<file path="config.mk">
export PLATFORM = sky130hd
export DESIGN_NAME = alu_exec_stage_flat
export DESIGN_NICKNAME = d
export VERILOG_FILES = /design/src/rtl/alu_exec_stage_if.sv /design/src/rtl/alu_exec_stage.sv /design/src/flat_wrapper.sv
export SDC_FILE = /design/constraint.sdc
export NUM_CORES = 1
export LEC_CHECK = 0
export BUFFER_PORTS_ARGS = -buffer_cell sky130_fd_sc_hd__buf_4
export CAP_MARGIN = 30
export CORE_MARGIN = 2
export CORE_UTILIZATION = 45
export CTS_BUF_LIST = sky130_fd_sc_hd__clkbuf_8 sky130_fd_sc_hd__clkbuf_16
export CTS_CLUSTER_SIZE = 24
export DETAILED_ROUTE_END_ITERATION = 8
export SYNTH_ARGS = -nofsm -noshare
export SYNTH_HDL_FRONTEND = slang
export SYNTH_SLANG_ARGS = --single-unit
</file>
<file path="constraint.sdc">
create_clock -name clk -period 18.5 [get_ports clk]
set_clock_uncertainty 0.05 [all_clocks]
set_input_delay 3.7 -clock clk [delete_from_list [all_inputs] [get_ports clk]]
set_output_delay 3.7 -clock clk [all_outputs]
set_load 0.02 [all_outputs]
</file>
<file path="src/rtl/alu_exec_stage_if.sv">
// Instruction handshake plus the operand/result bus between the execute stage and the ALU.
interface alu_exec_stage_if #(
  parameter int WIDTH         = 16,
  parameter int ALU_CONT_BITS = 6
);
  logic                     instr_valid;
  logic [15:0]              instr;
  logic                     instr_ready;
  logic [WIDTH-1:0]         alu_a;
  logic [WIDTH-1:0]         alu_b;
  logic [ALU_CONT_BITS-1:0] alu_cont;
  logic [WIDTH-1:0]         alu_out;
  logic [WIDTH-1:0]         psr_flags;

  // master: instruction source and ALU; slave: the execute stage
  modport master (
    output instr_valid, instr, alu_out, psr_flags,
    input  instr_ready, alu_a, alu_b, alu_cont
  );
  modport slave (
    input  instr_valid, instr, alu_out, psr_flags,
    output instr_ready, alu_a, alu_b, alu_cont
  );
endinterface

</file>
<file path="src/rtl/alu_exec_stage.sv">
// Four-clock execute sequencer: decode, drive the external ALU, write back the result
// and the masked flags into the PSR.
module alu_exec_stage #(
  parameter int WIDTH         = 16,
  parameter int ALU_CONT_BITS = 6,
  parameter int REG_ADDR_BITS = 4
) (
  input  logic                     clk,
  input  logic                     reset,
  alu_exec_stage_if.slave          bus,
  output logic [WIDTH-1:0]         psr,
  output logic                     done,
  output logic                     illegal,
  input  logic [REG_ADDR_BITS-1:0] dbg_addr,
  output logic [WIDTH-1:0]         dbg_data
);
  localparam int NREG = 1 << REG_ADDR_BITS;

  localparam logic [ALU_CONT_BITS-1:0] CONT_LSH = ALU_CONT_BITS'(6'b100101);
  localparam logic [ALU_CONT_BITS-1:0] CONT_LUI = ALU_CONT_BITS'(6'b111111);
  localparam logic [WIDTH-1:0]         MASK_CF  = WIDTH'(16'h0021);
  localparam logic [WIDTH-1:0]         MASK_NZL = WIDTH'(16'h00C4);

  typedef enum logic [1:0] {ST_IDLE, ST_DEC, ST_EXE, ST_WB} state_t;

  state_t                     state_q, state_d;
  logic [15:0]                instr_q, instr_d;
  logic [WIDTH-1:0]           alu_a_q, alu_a_d;
  logic [WIDTH-1:0]           alu_b_q, alu_b_d;
  logic [ALU_CONT_BITS-1:0]   alu_cont_q, alu_cont_d;
  logic                       illegal_q, illegal_d;
  logic                       wr_q, wr_d;
  logic [WIDTH-1:0]           mask_q, mask_d;
  logic [WIDTH-1:0]           res_q, res_d;
  logic [WIDTH-1:0]           flags_q, flags_d;
  logic [WIDTH-1:0]           psr_q, psr_d;
  logic [WIDTH-1:0]           rf_q [NREG];
  logic [WIDTH-1:0]           rf_d [NREG];

  logic [3:0]                 f_op, f_rd, f_ext, f_rs;
  logic [7:0]                 f_imm;
  logic                       dec_legal, dec_imm, dec_sext, dec_wr;
  logic [ALU_CONT_BITS-1:0]   dec_cont;
  logic [WIDTH-1:0]           dec_mask, dec_b;

  assign f_op  = instr_q[15:12];
  assign f_rd  = instr_q[11:8];
  assign f_ext = instr_q[7:4];
  assign f_rs  = instr_q[3:0];
  assign f_imm = instr_q[7:0];

  always_comb begin
    dec_legal = 1'b0;
    dec_imm   = 1'b0;
    dec_sext  = 1'b0;
    dec_cont  = '0;
    case (f_op)
      4'h0: begin
        if (f_ext inside {4'h1, 4'h2, 4'h3, 4'h5, 4'h6, 4'h9, 4'hB, 4'hD}) begin
          dec_legal = 1'b1;
          dec_cont  = ALU_CONT_BITS'({2'b00, f_ext});
        end
      end
      4'h1, 4'h2, 4'h3, 4'h6: begin
        dec_legal = 1'b1;
        dec_imm   = 1'b1;
        dec_cont  = ALU_CONT_BITS'({2'b00, f_op});
      end
      4'h5, 4'h9, 4'hB, 4'hD: begin
        dec_legal = 1'b1;
        dec_imm   = 1'b1;
        dec_sext  = 1'b1;
        dec_cont  = ALU_CONT_BITS'({2'b00, f_op});
      end
      4'h8: begin
        if (f_ext == 4'h4) begin
          dec_legal = 1'b1;
          dec_cont  = CONT_LSH;
        end
      end
      4'hF: begin
        dec_legal = 1'b1;
        dec_imm   = 1'b1;
        dec_cont  = CONT_LUI;
      end
      default: ;
    endcase

    // Flag ownership only applies to the plain class-00 arithmetic codes
    dec_wr   = dec_legal;
    dec_mask = '0;
    if (dec_legal && dec_cont[5:4] == 2'b00) begin
      if (dec_cont[3:0] == 4'h5 || dec_cont[3:0] == 4'h9) begin
        dec_mask = MASK_CF;
      end else if (dec_cont[3:0] == 4'hB) begin
        dec_mask = MASK_NZL;
        dec_wr   = 1'b0;
      end
    end

    if (!dec_imm)      dec_b = rf_q[f_rs];
    else if (dec_sext) dec_b = {{(WIDTH-8){f_imm[7]}}, f_imm};
    else               dec_b = {{(WIDTH-8){1'b0}}, f_imm};
  end

  always_comb begin
    state_d    = state_q;
    instr_d    = instr_q;
    alu_a_d    = alu_a_q;
    alu_b_d    = alu_b_q;
    alu_cont_d = alu_cont_q;
    illegal_d  = illegal_q;
    wr_d       = wr_q;
    mask_d     = mask_q;
    res_d      = res_q;
    flags_d    = flags_q;
    psr_d      = psr_q;
    rf_d       = rf_q;
    case (state_q)
      ST_IDLE: begin
        if (bus.instr_valid) begin
          instr_d = bus.instr;
          state_d = ST_DEC;
        end
      end
      ST_DEC: begin
        alu_a_d    = rf_q[f_rd];
        alu_b_d    = dec_b;
        alu_cont_d = dec_legal ? dec_cont : '0;
        illegal_d  = !dec_legal;
        wr_d       = dec_wr;
        mask_d     = dec_mask;
        state_d    = ST_EXE;
      end
      ST_EXE: begin
        res_d   = bus.alu_out;
        flags_d = bus.psr_flags;
        state_d = ST_WB;
      end
      ST_WB: begin
        if (wr_q) rf_d[f_rd] = res_q;
        psr_d   = (psr_q & ~mask_q) | (flags_q & mask_q);
        state_d = ST_IDLE;
      end
      default: state_d = ST_IDLE;
    endcase
  end

  always_ff @(posedge clk or posedge reset) begin
    if (reset) begin
      state_q    <= ST_IDLE;
      instr_q    <= '0;
      alu_a_q    <= '0;
      alu_b_q    <= '0;
      alu_cont_q <= '0;
      illegal_q  <= 1'b0;
      wr_q       <= 1'b0;
      mask_q     <= '0;
      res_q      <= '0;
      flags_q    <= '0;
      psr_q      <= '0;
      for (int i = 0; i < NREG; i++) rf_q[i] <= '0;
    end else begin
      state_q    <= state_d;
      instr_q    <= instr_d;
      alu_a_q    <= alu_a_d;
      alu_b_q    <= alu_b_d;
      alu_cont_q <= alu_cont_d;
      illegal_q  <= illegal_d;
      wr_q       <= wr_d;
      mask_q     <= mask_d;
      res_q      <= res_d;
      flags_q    <= flags_d;
      psr_q      <= psr_d;
      rf_q       <= rf_d;
    end
  end

  assign bus.instr_ready = (state_q == ST_IDLE);
  assign bus.alu_a       = alu_a_q;
  assign bus.alu_b       = alu_b_q;
  assign bus.alu_cont    = alu_cont_q;
  assign psr             = psr_q;
  assign done            = (state_q == ST_WB);
  assign illegal         = (state_q == ST_WB) && illegal_q;
  assign dbg_data        = rf_q[dbg_addr];
endmodule

</file>
<file path="src/flat_wrapper.sv">
// flat-port wrapper written by rule: the top's interface ports become plain ports
module alu_exec_stage_flat 
#(
  parameter int WIDTH         = 16,
  parameter int ALU_CONT_BITS = 6,
  parameter int REG_ADDR_BITS = 4
)
  (clk, reset, psr, done, illegal, dbg_addr, dbg_data, bus_instr_valid, bus_instr, bus_alu_out, bus_psr_flags, bus_instr_ready, bus_alu_a, bus_alu_b, bus_alu_cont);
  alu_exec_stage_if #(.WIDTH(WIDTH), .ALU_CONT_BITS(ALU_CONT_BITS)) bus_i ();
  input  logic clk;
  input  logic reset;
  output logic [WIDTH-1:0] psr;
  output logic done;
  output logic illegal;
  input  logic [REG_ADDR_BITS-1:0] dbg_addr;
  output logic [WIDTH-1:0] dbg_data;
  input wire logic [$bits(bus_i.instr_valid)-1:0] bus_instr_valid;
  input wire logic [$bits(bus_i.instr)-1:0] bus_instr;
  input wire logic [$bits(bus_i.alu_out)-1:0] bus_alu_out;
  input wire logic [$bits(bus_i.psr_flags)-1:0] bus_psr_flags;
  output wire logic [$bits(bus_i.instr_ready)-1:0] bus_instr_ready;
  output wire logic [$bits(bus_i.alu_a)-1:0] bus_alu_a;
  output wire logic [$bits(bus_i.alu_b)-1:0] bus_alu_b;
  output wire logic [$bits(bus_i.alu_cont)-1:0] bus_alu_cont;
  assign bus_i.instr_valid = bus_instr_valid;
  assign bus_i.instr = bus_instr;
  assign bus_i.alu_out = bus_alu_out;
  assign bus_i.psr_flags = bus_psr_flags;
  assign bus_instr_ready = bus_i.instr_ready;
  assign bus_alu_a = bus_i.alu_a;
  assign bus_alu_b = bus_i.alu_b;
  assign bus_alu_cont = bus_i.alu_cont;
  alu_exec_stage #(.WIDTH(WIDTH), .ALU_CONT_BITS(ALU_CONT_BITS), .REG_ADDR_BITS(REG_ADDR_BITS)) u_core (.clk(clk), .reset(reset), .bus(bus_i), .psr(psr), .done(done), .illegal(illegal), .dbg_addr(dbg_addr), .dbg_data(dbg_data));
endmodule
</file>
==> results.cfg <==
[floorplanning]
die_h_um = 211
pin_count = 128
die_area_um2 = 44400
dieWidth_um = 211
core_area_um2 = 42000
initial_core_util_pct = 45.8
rows = 75

[critical_path]
timing.rr.start = u_core.instr_q[9]$_DFFE_PP0P_
critPathMaxStageDelay_ns = 0.56
crit_type = input port to output pin
crit_chain = buf_4, buf_4, buf_16, mux4_2, mux4_2, buf_4
crit_top_cell = buf_4
crit_path_start_kind = input port
worst_path_dominant_cell_family = buffers and inverters
path_buf_inv = 4
endpoint_kind = output pin
crit_path_max_fanout = 41
critical-path-slowest-cell = mux4_2
critPathLaunch = dbg_addr[0]
cp.required_ns = 14.75
crit_cells = 6
ff2ff_path_depth = 4
arrival_ns = 6.02

[logic_synthesis]
synth_edf_count = 0
postSynthCellCount = 1254
yosysUniqueCellTypes = 53
synth_warnings = 0
ys_ff_latch = 342
netlist_top_cells_area = dfrtp_1, mux4_2, mux2_2, mux2_1, mux2i_1
ys_async_sr_fraction_pct = 100
yosysMostFrequentCell = dfrtp_1
yosysSeqAreaShare_pct = 44.5
ys.flop_type = dfrtp_1
netlist_area_um2 = 19200
yosys.area.top_type = dfrtp_1
postSynthAreaPerCell_um2 = 15.3
yosysTopAreaCellShare_pct = 44.5
yosys-top-cells-count = dfrtp_1, mux2_2, mux4_2

[worst_hold_path]
hold_class = flip-flop to flip-flop
hold_depth = 2
min_from = u_core.bus.alu_b[3]$_DFFE_PP0N_

[pwr]
leakage_uw = 0.00968
power_uw = 3790
p_per_area_nw_per_um2 = 174
peakVddDrop_mv = 0.118

[clock_tree]
cts_setup_buffers = 0
cts.repair.resized = 0
cts-buffers-inserted = 41
cts-root-buf = clkbuf_16
cts.path.max_buffers = 3
clk_pin_slew_ns = 0.06
holdBufCountCts = 0
cts_tree = yes
clock_latency_ns = 0.56
h-tree-depth = 2
cts_sinks = 342

[global_routing]
overflow = 0
track_usage_pct = 25.3
grt_antenna_before_repair = 0
grt_pass1_vias = 12259
grt_pass1_wl_um = 82000
grt_max_degree = 128

[finish]
stdcell_count = 1876
fill_cells = 3564
area_growth_syn_to_layout_pct = 13.2
nets = 1368
fin_util_pct = 51.8
drive_gt1_share_pct = 54.9
antenna_cells = 0

[sta]
final.min_clock_period_ns = 9.77
holdWs_ns = 0.434
finalSetupTns_ns = 0
finalHoldViolCount = 0
finalCritPeriodShare_pct = 52.8
rsz0062_at_grt = false
maxSlewHeadroom_pct = 32.5
fmax_ghz = 0.102
setup_viol = 0
slew_violations = 0
worst_slew_pin_slew_ns = 1.01

[place]
place_congestion = 0.799
hpwlAfterDp_um = 32100
port_buffers = 105
numPlacedInstances = 1802

[routing]
drcViolationCount = 0
postRouteAntennaNets = 0
postRouteWirelength_um = 55000
num_vias = 12150
via_per_inst = 6.48
drt_pass1_iterations = 5
drt-initial-drc-count = 1064
wl_per_cell_um = 29.3

[status]
status = completed

[flow_run]
drv_cap = 0
## flip-flops by register name (all words and copies together) (netlist names), named ones only
name                 cells
u_core.bus.alu_cont      6
u_core.bus.alu_a        16
u_core.mask_q            2
u_core.state_q           2
u_core.instr_q          16
u_core.bus.alu_b        16
u_core.wr_q              1
u_core.flags_q           5
u_core.res_q            16
u_core.illegal_q         1
u_core.rf_q            256
## metrics by stage
stage / setup slack, ns / cell area, um^2
final: 8.73 / 21800
after floorplan: 5.27 / 19300
after CTS: 8.35 / 21700
after global routing: 8.62 / 21800
after detailed placement: 8.35 / 20400
after global placement: 8.38 / 20300
## per-layer routing
metal  vias up  GRT usage, %  part of all wire [%]
li1       5039             -                     -
met1      6527          36.5                    43
met2       497          39.7                    47
met3        87          4.25                   7.2
met4         0          7.94                   2.8
met5         -             0                     0
## cell families (layout without fill, tap and decap cells)
| kind of cell | count (synthesis) | in the layout | synth area share, % |
|---|---|---|---|
| flip-flops | 342 | 342 | 44.5 |
| XOR/XNOR | 2 | 2 | 0.0911 |
| buffers and inverters | 139 | 212 | 3.69 |
| multiplexers | 578 | 578 | 45.5 |
| other | 1 | 11 | 0.0195 |
| adder cells (fa/ha/maj) | 4 | 4 | 0.260 |
| AND/OR/NAND/NOR | 121 | 121 | 3.23 |
| AO/OA/AOI/OAI | 67 | 67 | 2.69 |
## worst paths after layout
| check | slack [ns] | to |
|---|---|---|
| max | 8.73 | dbg_data[7] |
| min | 0.43 | u_core.bus.alu_b[3]$_DFFE_PP0N_ |
| max reg2reg | 15.06 | u_core.rf_q[21]$_DFFE_PP0P_ |
| min reg2reg | 0.43 | u_core.bus.alu_b[3]$_DFFE_PP0N_ |
| max in group asynchronous | 12.83 | u_core.instr_q[10]$_DFFE_PP0P_ |
| min in group asynchronous | 3.26 | u_core.rf_q[21]$_DFFE_PP0P_ |
## worst min-delay path, delay by kind of cell (launching register included)
| family | cells | cell delay [ns] |
|---|---|---|
| DFF | 1 | 0.34 |
| and+or+nand+nor | 1 | 0.05 |
| AOI/OAI and AO/OA | 1 | 0.05 |
## power breakdown
group | switching, uW | leakage [uW] | internal (uW)
Sequential | 420 | 0.00454 | 1040
Clock | 322 | 0.000699 | 489
Combinational | 682 | 0.00444 | 837
Total | 1420 | 0.00968 | 2360
## cells in the final DEF (no fill, tap or decap), types with 4 or more instances in the layout
master | synthesis | routed
dfrtp_1 | 342 | 336
mux2_2 | 317 | 317
mux4_2 | 199 | 199
buf_4 | 22 | 129
clkbuf_16 | 0 | 41
mux2i_1 | 31 | 31
nor2_1 | 36 | 29
mux2_1 | 28 | 28
nor3_1 | 18 | 18
nand2_1 | 15 | 15
inv_1 | 8 | 15
nand3_1 | 16 | 15
a221o_1 | 15 | 15
conb_1 | 1 | 11
nor2b_1 | 9 | 9
a221oi_1 | 9 | 9
nor2_4 | 0 | 8
a21oi_1 | 8 | 8
a31oi_1 | 8 | 8
clkbuf_8 | 0 | 8
clkinv_2 | 0 | 7
o21ai_0 | 6 | 6
and3_1 | 5 | 5
o31ai_1 | 4 | 4
a22oi_1 | 4 | 4
bufinv_16 | 0 | 4
buf_16 | 0 | 4
## area by class of cell
class / count / area [um^2] / area share (%)
Clock inverter: 22 / 205 / 0.942
Sequential cell: 342 / 8570 / 39.4
Tap cell: 539 / 674 / 3.10
Multi-Input combinational cell: 783 / 10100 / 46.3
Timing Repair Buffer: 133 / 1080 / 4.95
Inverter: 8 / 37.5 / 0.172
Clock buffer: 49 / 1140 / 5.22
Note: power is estimated with default switching activity, not from simulation.
